--- src/rtl/mem_port_arbiter.sv ---
// Shares one unified instruction/data memory port between the core (c_*) and a second master (d_*).
// Latency: request seen in IDLE -> m_req next cycle; m_ack at cycle k -> x_ready at k+1 (min 2 cycles).
// Backpressure: one transaction in flight; requesters hold x_req until their x_ready pulse, then drop it.
//
// Ports
//   clk, reset          rising-edge clock, asynchronous active-low reset
//   c_req/c_we/c_addr/c_wdata -> c_ready/c_rdata   core master
//   d_req/d_we/d_addr/d_wdata -> d_ready/d_rdata   debug/DMA master
//   m_req/m_we/m_addr/m_wdata <- m_ack/m_rdata      memory side
//   grant                one-hot owner {d,c}, 00 while idle
//   err                  pulses with x_ready when the watchdog ended the transaction
module mem_port_arbiter #(
  parameter int AW      = 32,
  parameter int DW      = 32,
  parameter int TIMEOUT = 16
) (
  input  logic          clk,
  input  logic          reset,

  input  logic          c_req,
  input  logic          c_we,
  input  logic [AW-1:0] c_addr,
  input  logic [DW-1:0] c_wdata,
  output logic          c_ready,
  output logic [DW-1:0] c_rdata,

  input  logic          d_req,
  input  logic          d_we,
  input  logic [AW-1:0] d_addr,
  input  logic [DW-1:0] d_wdata,
  output logic          d_ready,
  output logic [DW-1:0] d_rdata,

  output logic          m_req,
  output logic          m_we,
  output logic [AW-1:0] m_addr,
  output logic [DW-1:0] m_wdata,
  input  logic          m_ack,
  input  logic [DW-1:0] m_rdata,

  output logic [1:0]    grant,
  output logic          err
);

  // Watchdog counter sized to hold TIMEOUT; a disabled watchdog still keeps a 1-bit counter.
  localparam int CW = (TIMEOUT > 0) ? $clog2(TIMEOUT + 1) : 1;
  localparam bit WD_EN = (TIMEOUT > 0);
  localparam logic [CW-1:0] CNT_LAST = WD_EN ? CW'(TIMEOUT - 1) : '0;

  localparam logic [1:0] ST_IDLE = 2'd0;
  localparam logic [1:0] ST_BUSY = 2'd1;
  localparam logic [1:0] ST_RESP = 2'd2;

  logic [1:0]    state_q, state_d;
  logic          last_d_q;          // 1 = the debug master won the previous arbitration
  logic [1:0]    grant_q;
  logic          we_q;
  logic [AW-1:0] addr_q;
  logic [DW-1:0] wdata_q;
  logic [CW-1:0] cnt_q;
  logic          err_q;
  logic [DW-1:0] c_rdata_q;
  logic [DW-1:0] d_rdata_q;

  // Arbitration: a lone requester wins; on a tie the master that did not win last time wins.
  logic any_req;
  logic pick_d;
  assign any_req = c_req | d_req;
  assign pick_d  = d_req & (~c_req | ~last_d_q);

  // Watchdog fires on the last permitted BUSY cycle, but only when no ack arrives with it.
  logic wd_fire;
  logic cnt_sat;
  assign wd_fire = WD_EN && (cnt_q == CNT_LAST) && !m_ack;
  assign cnt_sat = &cnt_q;

  // Writes return zero data; reads return the memory data sampled with the ack.
  logic [DW-1:0] rsp_data;
  assign rsp_data = we_q ? '0 : m_rdata;

  logic busy_done;
  assign busy_done = (state_q == ST_BUSY) && (m_ack || wd_fire);

  // Next-state logic
  always_comb begin
    state_d = state_q;
    case (state_q)
      ST_IDLE: if (any_req)   state_d = ST_BUSY;
      ST_BUSY: if (busy_done) state_d = ST_RESP;
      ST_RESP:                state_d = ST_IDLE;
      default:                state_d = ST_IDLE;
    endcase
  end

  always_ff @(posedge clk or negedge reset) begin
    if (!reset) begin
      state_q <= ST_IDLE;
    end else begin
      state_q <= state_d;
    end
  end

  // Winner capture: owner, command and the fairness pointer are latched only when leaving IDLE,
  // so requester inputs have no effect for the rest of the transaction.
  always_ff @(posedge clk or negedge reset) begin
    if (!reset) begin
      last_d_q <= 1'b1;  // pretend the debug master won last, so the first tie goes to the core
      grant_q  <= 2'b00;
      we_q     <= 1'b0;
      addr_q   <= '0;
      wdata_q  <= '0;
    end else begin
      case (state_q)
        ST_IDLE: begin
          if (any_req) begin
            last_d_q <= pick_d;
            grant_q  <= pick_d ? 2'b10 : 2'b01;
            we_q     <= pick_d ? d_we    : c_we;
            addr_q   <= pick_d ? d_addr  : c_addr;
            wdata_q  <= pick_d ? d_wdata : c_wdata;
          end
        end
        ST_RESP: grant_q <= 2'b00;
        default: ;
      endcase
    end
  end

  // Watchdog counter: counts BUSY cycles, saturating, and is cleared outside BUSY.
  always_ff @(posedge clk or negedge reset) begin
    if (!reset) begin
      cnt_q <= '0;
    end else if (state_q == ST_BUSY) begin
      if (!cnt_sat) cnt_q <= cnt_q + CW'(1);
    end else begin
      cnt_q <= '0;
    end
  end

  // Completion status and per-master read data. The read-data registers hold their value
  // between transactions; they are only meaningful while the matching ready is high.
  always_ff @(posedge clk or negedge reset) begin
    if (!reset) begin
      err_q     <= 1'b0;
      c_rdata_q <= '0;
      d_rdata_q <= '0;
    end else if (busy_done) begin
      // An ack in the watchdog's last cycle still counts as a normal completion.
      err_q <= !m_ack;
      if (grant_q[0]) c_rdata_q <= m_ack ? rsp_data : '0;
      if (grant_q[1]) d_rdata_q <= m_ack ? rsp_data : '0;
    end else if (state_q == ST_IDLE) begin
      err_q <= 1'b0;
    end
  end

  // m_req comes straight from state so it drops the moment reset is asserted.
  assign m_req   = (state_q == ST_BUSY);
  assign m_we    = we_q;
  assign m_addr  = addr_q;
  assign m_wdata = wdata_q;

  assign grant   = grant_q;
  assign c_ready = (state_q == ST_RESP) && grant_q[0];
  assign d_ready = (state_q == ST_RESP) && grant_q[1];
  assign err     = (state_q == ST_RESP) && err_q;
  assign c_rdata = c_rdata_q;
  assign d_rdata = d_rdata_q;

endmodule

--- config.mk ---
export PLATFORM = sky130hd
export DESIGN_NAME = mem_port_arbiter
export DESIGN_NICKNAME = d
export VERILOG_FILES = /design/src/rtl/mem_port_arbiter.sv
export SDC_FILE = /design/constraint.sdc
export NUM_CORES = 1
export LEC_CHECK = 0
export CAP_MARGIN = 40
export CELL_PAD_IN_SITES_DETAIL_PLACEMENT = 1
export CELL_PAD_IN_SITES_GLOBAL_PLACEMENT = 2
export CORE_MARGIN = 2
export CORE_UTILIZATION = 25
export DETAILED_ROUTE_END_ITERATION = 8
export PLACE_DENSITY_LB_ADDON = 0.15
export SYNTH_ARGS = -nofsm -noshare
export SYNTH_HDL_FRONTEND = slang
export SYNTH_SLANG_ARGS = --single-unit
--- constraint.sdc ---
create_clock -name clk -period 6.3 [get_ports clk]
set_clock_uncertainty 0.1 [all_clocks]
set_input_delay 1.575 -clock clk [delete_from_list [all_inputs] [get_ports clk]]
set_output_delay 1.575 -clock clk [all_outputs]
set_load 0.01 [all_outputs]
==> run_results.csv, run 1 <==
group,metric,value,unit
critical_path,end_kind,"flip-flop",
clock_tree,clock-sinks,140,
route,drtIter0Drc,137,
synth,synth_warnings,0,
timing,period_share,59.3,%
critical_path,cp_max_fo,67,
grt,antenna_found_initial,0,
grt,grt_pass1_vias,6163,
synth,synth_area,0.00639,sq mm
cells_and_area,final_util,40.9,%
critical_path,critPathKind,"in -> reg",
placed_design,port-buffer-count,301,
synth,synth_compound_gate_area_share,15.6,%
synth,syn_nets,758,
clock_tree,cts_hold_buf,0,
timing,final_hold_viol_count,0,
cells_and_area,stdcell_area,0.0103,sq mm
synth,synth_top_family_by_area,"compound AO/OA/AOI/OAI gates",
route,drc,0,
timing,rsz0062_at_grt,"no",
timing,max-slew-margin-rel,43.7,%
cells_and_area,layout.nets,1040,
route,first_pass_iters,4,
critical_path,arrival,3.93,ns
grt,grt_pass1_wl,34900,microns
power,leakage,4.36,nW
cells_and_area,layout-drive-gt1-share,13.1,%
cells_and_area,nFillCells,2758,
power,pwr_density_cell,448,mW/mm^2
status,outcome,"complete, no violations",
timing,clock.fmax,0.268,GHz
synth,synth.distinct_cells,32,
floorplan,die_w,164,microns
power,vdd_drop_max,0.181,mV
clock_tree,cts-root-buf,"clkbuf_16",
floorplan,core,0.0252,sq mm
cells_and_area,area_growth_syn_to_layout,60.9,%
timing,slew_violations,0,
grt,grt-ovfl-total,0,
worst_hold_path,hold_depth,1,
placed_design,postPlaceCellArea,0.00971,sq mm
critical_path,ff2ff_path_depth,6,
floorplan,dieHeight,164,microns
synth,synth-simple-area-share,13.2,%
clock_tree,cts-buffers-inserted,17,
synth,syn_area_per_cell,10.9,sq um
placed_design,dp.cells,1181,
route,drt-wirelength-per-cell,18.3,microns
timing,fin_ws,2.56,ns
clock_tree,path_clk_slew,0.07,ns
floorplan,ios,302,
cells_and_area,diodes,0,
floorplan,die_area,0.0269,sq mm
placed_design,hpwl,15500,microns
cells_and_area,final_cells,1213,
critical_path,critPathLaunchType,"input port",
timing,setup_viol,0,
floorplan,row_count,58,
route,vias,5519,
clock_tree,clk_latency,0.41,ns
synth,syn_inst,588,
clock_tree,clock_path_buffers,2,
worst_hold_path,hold_path.class,"reg -> reg",
route,avgViaCountPerCell,4.55,
clock_tree,cts-htree-levels,4,
synth,ys_seq_area_share,54.8,%
timing,worst_pin_slew,0.845,ns
clock_tree,post_cts_resized,0,
route,routed_wl,22200,microns
job,maxCapViolCount,0,
synth,synthMuxAreaShare,11.4,%
floorplan,initial_utilization,25.4,%
critical_path,critPathRequiredTime,6.49,ns
grt,grt_util_all_layers,16.7,%
placed_design,place_congestion,0.766,
grt,grt_max_degree,87,
timing,fin_crit,3.74,ns
synth,synth-xor-area-share,0.411,%
timing,tns,0,ns
placed_design,pre_cts_slack,2.09,ns
clock_tree,cts_setup_buffers,0,
clock_tree,tritoncts,"done",
route,final_antenna_net_count,0,
synth,ys_seq_elements,140,
synth,yosys.area_share.adder,0.587,%
## synthesized netlist by cell type
master    number  area share [%]
and2_1        36             3.5
nand2b_1       1           0.098
a21o_1         1            0.12
xnor2_1        1            0.14
a21boi_1       1            0.12
dfrtp_1      139              54
nor2b_1        2            0.20
ha_1           3            0.59
nand2_1      130             7.6
mux2i_1        1            0.16
a21bo_2        1            0.16
nand2_2        1           0.098
a21boi_0       1            0.12
mux2_2        34             6.0
nand4b_1       1            0.14
buf_2          8            0.63
inv_1          2            0.12
dfstp_2        1            0.41
a21oi_1       69             5.4
and3_1         1           0.098
nand3b_4       2            0.63
mux2_1        30             5.3
a31oi_2       30             5.9
clkbuf_1      26             1.5
xor2_1         2            0.27
o22a_1         2            0.27
inv_2          1           0.059
buf_6          4            0.70
nor2_1        12            0.70
a31oi_1       36             3.5
or2_0          1           0.098
buf_4          8            0.94
## cell type report
type | count | area (sq um) | area share [%]
Multi-Input combinational cell | 399 | 2660 | 25.8
Tap cell | 330 | 413 | 4.01
Clock inverter | 15 | 148 | 1.44
Inverter | 3 | 11.3 | 0.109
Clock buffer | 17 | 425 | 4.14
Timing Repair Buffer | 309 | 3130 | 30.4
Sequential cell | 140 | 3500 | 34.1
## placed cells by master (no fill, tap or decap), drive strengths merged, types with 2 or more instances in the layout
cell type        n
clkbuf          17
a31oi           66
o22a             2
a21oi           69
nand3b           2
dfrtp          139
clkinvlp         4
mux2            64
buf              9
inv             11
and2            36
a21boi           2
nor2b            2
xor2             2
nor2            12
clkinv           3
clkdlybuf4s50  300
nand2          131
ha               3
## kinds of logic after synthesis
family / Yosys count
buf+inv: 49
fa+ha+maj: 3
compound gates: 141
xor+xnor: 3
simple gates: 187
flops: 140
mux: 65
## path summary, 6_finish.rpt
| path | start | to | slack, ns |
|---|---|---|---|
| max in group asynchronous | reset | m_addr[28] | 3.94 |
| max | c_req | m_wdata[11] | 2.56 |
| min | c_rdata[27] | c_rdata[27] | 0.39 |
| min in group asynchronous | reset | d_rdata[29] | 0.86 |
| max reg2reg | cnt_q[0] | c_rdata[31] | 3.88 |
| min reg2reg | c_rdata[27] | c_rdata[27] | 0.39 |
## worst max-delay path, cell delays in order
cell and delay, ns:
clkdlybuf4s50_1 0.57, or2_2 0.14, buf_4 0.59, and2_4 0.60
buf_12 0.28, a31oi_2 0.12
## stage by stage
stage	hold slack [ns]	power (W)
floorplan	0.383	0.00250
CTS	0.396	0.00470
detailed placement	0.382	0.00369
finish	0.393	0.00461
global route	0.416	0.00492
global placement	0.373	0.00360
## report_power, final
part	internal, W	switching, W	total, W
Sequential	0.00130	0.000246	0.00154
Combinational	0.00113	0.000964	0.00209
Clock	0.000525	0.000450	0.000974
Total	0.00295	0.00166	0.00461
## per-layer routing
layer	track usage [%]	up-vias	part of all wire, %
li1	-	2592	-
met1	19.6	2708	41
met2	28.7	201	49
met3	6.21	18	8.4
met4	4.63	0	1.4
met5	0	-	0
## state kept, by name, indices dropped and copies added, names as in the netlist
| register | flops |
|---|---|
| grant | 2 |
| last_d_q | 1 |
| m_wdata | 32 |
| m_we | 1 |
| state_q | 2 |
| err_q | 1 |
| d_rdata | 32 |
| m_addr | 32 |
| cnt_q | 5 |
| c_rdata | 32 |
(Power assumes the default switching activity.)
==> inputs of run 2 (changes only) <==
CORE_UTILIZATION = 22   (was 25)
clock period = 3.2 ns   (was 6.3 ns; I/O delays follow)
==> run 2 against run 1 <==
Core utilization down 4.3 points. Critical path depth down 2. Critical endpoint is now m_req. Worst setup slack worse by 2.2 ns. Clock power up 130%.
==> run_results.csv, run 2 (synthesis gave the netlist of run 1 again) <==
group,metric,value,unit
critical_path,critPathKind,"reg -> out",
clock_tree,post_cts_resized,0,
placed_design,pre_cts_slack,0.429,ns
job,maxCapViolCount,0,
clock_tree,path_clk_slew,0.07,ns
critical_path,reg2reg_slack,0.73,ns
timing,rsz0062_at_grt,"no",
worst_hold_path,hold_path.class,"in -> async",
floorplan,core,0.0286,sq mm
route,drt-wirelength-per-cell,18.0,microns
grt,grt_util_all_layers,15.1,%
route,drc,0,
clock_tree,cts_hold_buf,0,
floorplan,row_count,62,
timing,fin_ws,0.386,ns
critical_path,ff2ff_path_depth,6,
cells_and_area,area_growth_syn_to_layout,63.6,%
placed_design,hpwl,16100,microns
route,final_antenna_net_count,0,
cells_and_area,final_cell_mix,"clkdlybuf4s50_1, dfrtp_1, nand2_1",
grt,antenna_found_initial,1,
cells_and_area,seqCellArea,0.00350,sq mm
floorplan,die_area,0.0304,sq mm
timing,worst_pin_slew,0.803,ns
clock_tree,cts-root-buf,"clkbuf_16",
cells_and_area,multi_input_area,0.00266,sq mm
route,first_pass_iters,4,
critical_path,r2r-start,"cnt_q[0]",
critical_path,cp_max_fo,7,
critical_path,arrival,1.91,ns
timing,clock.fmax,0.355,GHz
floorplan,die_w,174,microns
power,pwr_density_cell,901,mW/mm^2
placed_design,port-buffer-count,301,
timing,tns,0,ns
critical_path,critPathLaunchType,"flip-flop",
timing,setup_viol,0,
power,vdd_drop_max,0.340,mV
clock_tree,cts-htree-levels,4,
placed_design,place_congestion,0.777,
cells_and_area,layout-drive-gt1-share,13.2,%
route,avgViaCountPerCell,4.38,
clock_tree,cts-buffers-inserted,17,
timing,period_share,87.9,%
floorplan,initial_utilization,22.3,%
cells_and_area,layout.nets,1042,
clock_tree,tritoncts,"done",
critical_path,critPathRequiredTime,2.30,ns
timing,slew_violations,0,
grt,grt_pass1_wl,35800,microns
clock_tree,clock_path_buffers,2,
grt,grt_pass1_vias,6226,
clock_tree,clock-sinks,140,
timing,max-slew-margin-rel,46.5,%
cells_and_area,nFillCells,3166,
route,drtIter0Drc,210,
cells_and_area,final_common_cell,"clkdlybuf4s50_1",
critical_path,reg2reg_to,"d_rdata[3]",
grt,grt-ovfl-total,0,
critical_path,end_kind,"primary output",
floorplan,ios,302,
grt,grt_max_degree,69,
timing,final_hold_viol_count,0,
timing,fin_crit,2.81,ns
status,outcome,"complete, no violations",
clock_tree,clk_latency,0.41,ns
route,vias,5557,
floorplan,dieHeight,174,microns
route,routed_wl,22800,microns
clock_tree,cts_setup_buffers,0,
power,leakage,4.42,nW
-- run 2: per-stage QoR --
stage               utilization, %  cells  hold WS (ns)  instance area [sq um]  total power [W]
floorplan                        -    588         0.383                   6390          0.00491
global placement              34.1   1236         0.372                   9770          0.00714
detailed placement            34.2   1237         0.384                   9800          0.00729
CTS                           36.5   1268         0.298                  10500          0.00962
global route                  36.5   1268         0.319                  10500           0.0100
finish                        36.6   1269         0.282                  10500          0.00943
-- run 2: worst max path at each step --
stage,startpoint,end,slack (ns),cells past startpoint
floorplan,cnt_q[0],d_rdata[10],1.17,7
global placement,c_req,m_wdata[17],0.41,4
detailed placement,c_req,grant[1],0.43,5
CTS,state_q[1],m_req,0.32,4
global route,state_q[1],d_ready,0.26,4
finish,state_q[1],m_req,0.39,4
-- run 2: layout make-up --
type | instances | share of cell area [%]
diodes | 1 | 0.0239
clock buffers | 17 | 4.07
clock inverters | 14 | 2.22
inverters | 3 | 0.108
multi-input cells | 399 | 25.4
flip-flops and latches | 140 | 33.5
well taps | 384 | 4.59
repair buffers | 311 | 30.1
-- run 2: per-layer routing --
metal  up-vias  global-route usage (%)  wire (microns)
met5         -                       0               0
met4         0                    3.57             217
met3        13                    6.50            2340
met2       213                    24.3           10500
met1      2732                    18.8            9840
li1       2599                       -               -
-- run 2: power by group --
part / internal [W] / total (W) / leakage, nW / switching (W)
Clock: 0.00140 / 0.00225 / 0.318 / 0.000843
Sequential: 0.00256 / 0.00304 / 1.73 / 0.000482
Combinational: 0.00223 / 0.00414 / 2.36 / 0.00191
-- run 2: critical path, stage by stage (launching register included) --
cell and delay [ns]:
dfrtp_1 0.42, inv_1 0.18, nand2_2 0.14, inv_2 0.17
clkdlybuf4s50_1 0.59
==> inputs of run 3 (changes only) <==
CTS_CLUSTER_DIAMETER = 150   (was default)
==> results of run 3 <==
Final layout, timing and power as in run 2 (identical DEF).
